==> src/rtl/pipelined_adder_pkg.sv <==
// Shared constants and helpers for the chunked, carry-pipelined adder.
package pipelined_adder_pkg;

    localparam int unsigned DefaultWidth  = 32;
    localparam int unsigned DefaultStages = 4;

    // Bits handled per pipeline stage; a zero stage count is caught by the top's check.
    function automatic int unsigned chunk_width(input int unsigned width,
                                                input int unsigned stages);
        return (stages == 0) ? 1 : width / stages;
    endfunction

endpackage

==> src/rtl/adder_stage.sv <==
// One chunk of the pipelined adder: CHUNK-bit add with carry-in, registered sum/carry/overflow.
module adder_stage #(
    parameter int unsigned CHUNK = 8
) (
    input  logic             clk_i,
    input  logic             rst_i,
    input  logic             en_i,
    input  logic [CHUNK-1:0] a_i,
    input  logic [CHUNK-1:0] b_i,
    input  logic             cin_i,
    output logic [CHUNK-1:0] sum_o,
    output logic             cout_o,
    output logic             ovf_o
);

    logic [CHUNK-1:0] sum_d, sum_q;
    logic             cout_d, cout_q;
    logic             ovf_d, ovf_q;

    always_comb begin
        {cout_d, sum_d} = {1'b0, a_i} + {1'b0, b_i} + {{CHUNK{1'b0}}, cin_i};
        // Carry into the top bit is recovered from sum ^ a ^ b at that bit.
        ovf_d = cout_d ^ sum_d[CHUNK-1] ^ a_i[CHUNK-1] ^ b_i[CHUNK-1];
    end

    always_ff @(posedge clk_i) begin
        if (rst_i) begin
            sum_q  <= '0;
            cout_q <= 1'b0;
            ovf_q  <= 1'b0;
        end else if (en_i) begin
            sum_q  <= sum_d;
            cout_q <= cout_d;
            ovf_q  <= ovf_d;
        end
    end

    assign sum_o  = sum_q;
    assign cout_o = cout_q;
    assign ovf_o  = ovf_q;

endmodule

==> src/rtl/pipelined_adder.sv <==
// Carry-pipelined adder: STAGES chunks, operand skew in, result de-skew out, valid/ready flow.
module pipelined_adder
    import pipelined_adder_pkg::*;
#(
    parameter int unsigned WIDTH  = DefaultWidth,
    parameter int unsigned STAGES = DefaultStages
) (
    input  logic             clk,
    input  logic             rst,
    input  logic             in_valid,
    output logic             in_ready,
    input  logic [WIDTH-1:0] a,
    input  logic [WIDTH-1:0] b,
    input  logic             cin,
    output logic             out_valid,
    input  logic             out_ready,
    output logic [WIDTH-1:0] sum,
    output logic             cout,
    output logic             ovf
);

    localparam int unsigned CHUNK = chunk_width(WIDTH, STAGES);

    if (STAGES < 1 || STAGES > WIDTH || (WIDTH % STAGES) != 0) begin : g_bad_params
        $fatal(1, "pipelined_adder: need WIDTH %% STAGES == 0 and 1 <= STAGES <= WIDTH");
    end

    logic              advance;
    logic [STAGES-1:0] valid_d, valid_q;
    logic [STAGES-1:0] carry;
    logic [CHUNK-1:0]  stage_sum [STAGES];

    // The whole pipe moves as one; a stalled output freezes every register.
    assign out_valid = valid_q[STAGES-1];
    assign advance   = !out_valid || out_ready;
    assign in_ready  = advance;
    assign cout      = carry[STAGES-1];

    if (STAGES > 1) begin : g_valid_shift
        always_comb valid_d = {valid_q[STAGES-2:0], in_valid};
    end else begin : g_valid_single
        always_comb valid_d = in_valid;
    end

    always_ff @(posedge clk) begin
        if (rst) begin
            valid_q <= '0;
        end else if (advance) begin
            valid_q <= valid_d;
        end
    end

    for (genvar k = 0; k < STAGES; k++) begin : g_stage
        logic [CHUNK-1:0] a_op, b_op;
        logic             c_op;
        logic             ovf_k;

        if (k == 0) begin : g_head
            assign a_op = a[CHUNK-1:0];
            assign b_op = b[CHUNK-1:0];
            assign c_op = cin;
        end else begin : g_skew
            // Chunk k waits k levels so it meets the carry from chunk k-1.
            logic [CHUNK-1:0] a_dly_d [k];
            logic [CHUNK-1:0] a_dly_q [k];
            logic [CHUNK-1:0] b_dly_d [k];
            logic [CHUNK-1:0] b_dly_q [k];

            always_comb begin
                a_dly_d[0] = a[k*CHUNK +: CHUNK];
                b_dly_d[0] = b[k*CHUNK +: CHUNK];
                for (int unsigned i = 1; i < k; i++) begin
                    a_dly_d[i] = a_dly_q[i-1];
                    b_dly_d[i] = b_dly_q[i-1];
                end
            end

            always_ff @(posedge clk) begin
                if (advance) begin
                    a_dly_q <= a_dly_d;
                    b_dly_q <= b_dly_d;
                end
            end

            assign a_op = a_dly_q[k-1];
            assign b_op = b_dly_q[k-1];
            assign c_op = carry[k-1];
        end

        adder_stage #(
            .CHUNK(CHUNK)
        ) u_stage (
            .clk_i (clk),
            .rst_i (rst),
            .en_i  (advance),
            .a_i   (a_op),
            .b_i   (b_op),
            .cin_i (c_op),
            .sum_o (stage_sum[k]),
            .cout_o(carry[k]),
            .ovf_o (ovf_k)
        );

        if (k == STAGES - 1) begin : g_tail
            assign sum[k*CHUNK +: CHUNK] = stage_sum[k];
            assign ovf = ovf_k;
        end else begin : g_align
            localparam int unsigned Depth = STAGES - 1 - k;
            logic [CHUNK-1:0] res_d [Depth];
            logic [CHUNK-1:0] res_q [Depth];
            logic             ovf_unused;

            assign ovf_unused = ovf_k;

            always_comb begin
                res_d[0] = stage_sum[k];
                for (int unsigned i = 1; i < Depth; i++) begin
                    res_d[i] = res_q[i-1];
                end
            end

            always_ff @(posedge clk) begin
                if (rst) begin
                    res_q <= '{default: '0};
                end else if (advance) begin
                    res_q <= res_d;
                end
            end

            assign sum[k*CHUNK +: CHUNK] = res_q[Depth-1];
        end
    end

endmodule
==> config.mk <==
export PLATFORM = sky130hd
export DESIGN_NAME = pipelined_adder
export DESIGN_NICKNAME = d
export VERILOG_FILES = /design/src/rtl/pipelined_adder_pkg.sv /design/src/rtl/adder_stage.sv /design/src/rtl/pipelined_adder.sv
export SDC_FILE = /design/constraint.sdc
export NUM_CORES = 1
export LEC_CHECK = 0
export ABC_AREA = 1
export CAP_MARGIN = 15
export CORE_UTILIZATION = 45
export CTS_CLUSTER_SIZE = 12
export DETAILED_ROUTE_END_ITERATION = 16
export PLACE_DENSITY = 0.68
export SLEW_MARGIN = 20
export SYNTH_ARGS = -nofsm -noshare
export SYNTH_HDL_FRONTEND = slang
export SYNTH_SLANG_ARGS = --single-unit
==> constraint.sdc <==
create_clock -name clk -period 5.6 [get_ports clk]
set_input_delay 1.12 -clock clk [delete_from_list [all_inputs] [get_ports clk]]
set_output_delay 1.12 -clock clk [all_outputs]
set_load 0.05 [all_outputs]
Yosys cells after proc, flatten, opt, wreduce, memory -nomap -nowiden
Cells that the tools add are included.
{"block": "word_totals", "register_bits": 185, "in_bits": 69, "out_inout_bits": 36, "word_cells": 41}
{"block": "classes", "n_addsub": 8, "bitwise": 3, "n_reduce_logical": 2}
{"op": "adder 8 x 8 -> 9 bit", "count": 4}
{"op": "adder 9 x 1 -> 9 bit", "count": 4}
{"op": "XOR 1 bit", "count": 3}
{"op": "logical NOT 1 bit", "count": 1}
{"op": "logical OR 1 bit", "count": 1}

Logic depth before layout (Yosys ltp)
{"block": "depth", "depth_word": 5, "ltp_mapped": 12, "mapped_depth_nobuf": 12}

Hierarchy
Synthesis repeated with hierarchy kept, for this count alone.
{"block": "hier_totals", "cells_unflattened": 908, "area_unflattened_um2": 8290.5}
{"module": "pipelined_adder", "instances": 1, "cells_each": 430, "area_per_inst_um2": 5087.4}
{"module": "adder_stage (g_stage[0].u_stage ...)", "instances": 2, "cells_each": 120, "area_per_inst_um2": 818.3}
{"module": "adder_stage (g_stage[2].u_stage ...)", "instances": 2, "cells_each": 119, "area_per_inst_um2": 783.3}

Worst setup path after synthesis
OpenSTA, ideal clock, no wires.
{"block": "synth_timing", "path_kind": "input port to output port", "start": "input port out_ready", "end": "output port in_ready", "arrival_ns": 4.465, "path_slack_ns": 0.015, "cell_stages": 3, "path_buffers": 1, "path_cell_list": "nor2_4 inv_2 clkbuf_1"}
{"block": "synth_between", "elab_chain_len": 1}
{"element": "start, declared", "line": "pipelined_adder.sv:16", "source": "input logic out_ready,"}
{"element": "logical OR 1 bit", "line": "pipelined_adder.sv:35", "source": "assign advance = !out_valid || out_ready;"}
{"element": "end, declared", "line": "pipelined_adder.sv:11", "source": "output logic in_ready,"}
No other way between the ends.

Final worst setup path
Ends and elaborated chain as after synthesis.

==> qor.yml <==
maxSlewViolCount: 0
synth_largest_area_cell: "edfxtp_1"
synth_common_cells: "nor2_1, edfxtp_1, dfxtp_1, o21ai_0, nand2_1"
cts-root-buf: "clkbuf_16"
io_pins: 105
firstDrtPassIters: 4
fin_tns_setup_ns: 0
hold_violations: 0
ys_types: 32
max-vdd-ir-drop_v: 0.000239
die-area_um2: 17000
power-per-cell-area_nw_per_um2: 352
antenna_left: 0
drc: 0
syn_to_final_growth_pct: 24.0
port-buffer-count: 104
r2r-start: "valid_q[3]"
maxSlewHeadroom_pct: 34.5
start_kind: "input pin"
drt-vias-per-instance: 4.79
cts_hold_buf: 0
layout.nets: 904
ys.flop_type: "edfxtp_1"
fillers: 1373
r2r_end: "g_stage[1].u_stage.sum_o[7]"
antenna_cells: 0
yosys-top-cells-area: "edfxtp_1, dfxtp_1, o21ai_0"
die_height_um: 130
post-route-period-util_pct: 66.9
synth_edf_count: 96
max_stage_delay_ns: 0.56
ys_ff_latch: 185
whs_path_depth: 0
finalInstanceArea_um2: 9220
htreeDepth: 4
skew_ns: 0.00761
std_cell_rows: 46
cp_data_arrival_time_ns: 2.63
gp_congestion: 0.853
syn-cell-area_um2: 7430
p_total_uw: 3240
dp_hpwl_mm: 8.61
cp_slowest_cell: "inv_6"
drt_iter0_drc: 321
worst_slew_pin_slew_ns: 0.983
hp-start: "g_stage[3].g_skew.b_dly_d[9]"
clockBufferDepth: 2
synthCells: 701
holdPathEnd: "g_stage[3].g_skew.b_dly_d[1]"
ys_warn_count: 0
core_area_um2: 16000
setup_violations: 0
power.static_leakage_uw: 0.00403
grt_usage_pct: 15.8
grt_pass1_wl_mm: 20.8
cp-end-kind: "primary output"
tritoncts: "yes"
grt_max_degree: 111
start_util_pct: 46.4
run_status: "complete, no violations"
maxCapViolCount: 0
crit_fanout: 110
clock_sinks: 185
worstRegToRegCells: 7
hold_path_class: "flip-flop to flip-flop"
postCtsSetupBuffers: 0
crit_chain: "clkdlybuf4s50_1 -> nor2_4 -> inv_6 -> buf_4"
grt_pass1_vias: 4673
cts_made_buffers: 17
dpl.cell_count: 996
fmax_mhz: 267
rrSetupSlack_ns: 3.02
grt.overflow.total: 0
cts_resized: 0
crit_type: "input pin to primary output"
required_ns: 4.48
clock_latency_ns: 0.42
async_flop_share_pct: 0
postSynthAreaPerCell_um2: 10.6
final.min_clock_period_ns: 3.75
vias: 4925
fin_cells: 1028
path_clk_slew_ns: 0.06
placed_area_um2: 8640
rsz0062_at_grt: "no"
syn-num-nets: 806
yosys.area.top_type_share_pct: 38.8
post-synth-top-count-cell: "nor2_1"
routed_wirelength_mm: 12.7
antenna_found_initial: 0
hold_ws_ns: 0.418
seq_area_frac_synth_pct: 62.8
dieWidth_um: 130
drive_gt1_share_pct: 5.79
wl_per_cell_um: 12.4
==> power breakdown <==
group / switching (uW) / leakage (uW) / internal, uW
combinational: 289 / 0.00202 / 201
clock: 492 / 0.000259 / 658
sequential: 53.8 / 0.00175 / 1550
total: 835 / 0.00403 / 2410
==> placed cells by master (no fill, tap or decap), types with 2 or more instances in the layout <==
master | netlist | final
edfxtp_1 | 96 | 96
nand4_1 | 4 | 4
o21ai_2 | 2 | 2
clkbuf_16 | 0 | 17
nand2_1 | 67 | 67
bufinv_16 | 0 | 2
a31oi_1 | 3 | 3
xnor2_1 | 3 | 3
a21oi_1 | 34 | 34
nand3_1 | 27 | 27
buf_4 | 0 | 3
dfxtp_1 | 89 | 89
ha_1 | 28 | 28
nor2_1 | 113 | 113
fa_1 | 8 | 8
nor3b_1 | 2 | 2
nand3_2 | 4 | 4
clkinvlp_4 | 0 | 6
or2_2 | 2 | 2
o21ai_0 | 89 | 89
xor2_1 | 12 | 12
inv_6 | 0 | 3
clkinv_4 | 0 | 2
or2_0 | 4 | 4
o21bai_1 | 13 | 13
clkdlybuf4s50_1 | 0 | 103
inv_1 | 63 | 62
o211ai_1 | 3 | 3
==> through the flow <==
| step | utilization [%] | setup slack, ns |
|---|---|---|
| final | 57.6 | 1.85 |
| after global routing | 57.6 | 1.75 |
| after CTS | 57.6 | 1.83 |
| after detailed placement | 54.0 | 1.78 |
| after global placement | 54.0 | 1.87 |
| after floorplan | - | 0.0150 |
==> critical path, delay by kind of cell <==
kind	cells	cell delay (ns)
and+or+nand+nor	1	0.07
buffers and inverters	3	1.40
==> area by class of cell <==
| class | instances | area [um2] | area share, % |
|---|---|---|---|
| Sequential cell | 185 | 4660 | 50.6 |
| Multi-Input combinational cell | 425 | 2400 | 26.1 |
| Timing Repair Buffer | 106 | 1050 | 11.4 |
| Clock buffer | 18 | 429 | 4.66 |
| Tap cell | 216 | 270 | 2.93 |
| Inverter | 64 | 246 | 2.67 |
| Clock inverter | 14 | 149 | 1.62 |
==> state kept, by name (all words and copies together) (netlist names) <==
| name | flops |
|---|---|
| g_stage.g_align.res_q | 8 |
| g_stage.g_align.res_d | 24 |
| sum | 16 |
| g_stage.u_stage.cout_o | 4 |
| g_stage.u_stage.ovf_o | 1 |
| g_stage.g_skew.b_dly_d | 24 |
| g_stage.g_skew.a_dly_d | 24 |
| g_stage.b_op | 24 |
| g_stage.a_op | 24 |
| g_stage.u_stage.sum_o | 32 |
| valid_q | 4 |
==> metal layers <==
layer / part of all wire (%) / global-route usage (%) / up-vias / wire, um
met5: 0 / 0 / - / 0
met2: 49 / 26.3 / 95 / 6210
li1: - / - / 2561 / -
met1: 46 / 19.5 / 2249 / 5850
met3: 4.0 / 4.68 / 20 / 504
met4: 1.5 / 5.81 / 0 / 185
==> worst max-delay path by stage <==
| stage | start | to | slack (ns) | cells after the start |
|---|---|---|---|---|
| 2_1_floorplan | out_ready | in_ready | 0.01 | 3 |
| 3_3_place_gp | out_ready | in_ready | 1.87 | 4 |
| 3_5_place_dp | out_ready | g_stage[1].u_stage.sum_o[7] | 1.78 | 7 |
| 4_1_cts | out_ready | in_ready | 1.83 | 4 |
| 5_1_grt | out_ready | in_ready | 1.75 | 4 |
| 6_report | out_ready | in_ready | 1.85 | 4 |
==> logic make-up after synthesis <==
logic type | count (synthesis) | share of synthesized area (%)
AO/OA/AOI/OAI | 147 | 10.8
XOR/XNOR | 15 | 1.77
adder cells (fa/ha/maj) | 36 | 6.87
buffers and inverters | 91 | 4.87
flip-flops | 185 | 62.8
AND/OR/NAND/NOR | 227 | 12.9
No activity file was read; power rests on OpenSTA's default activity.
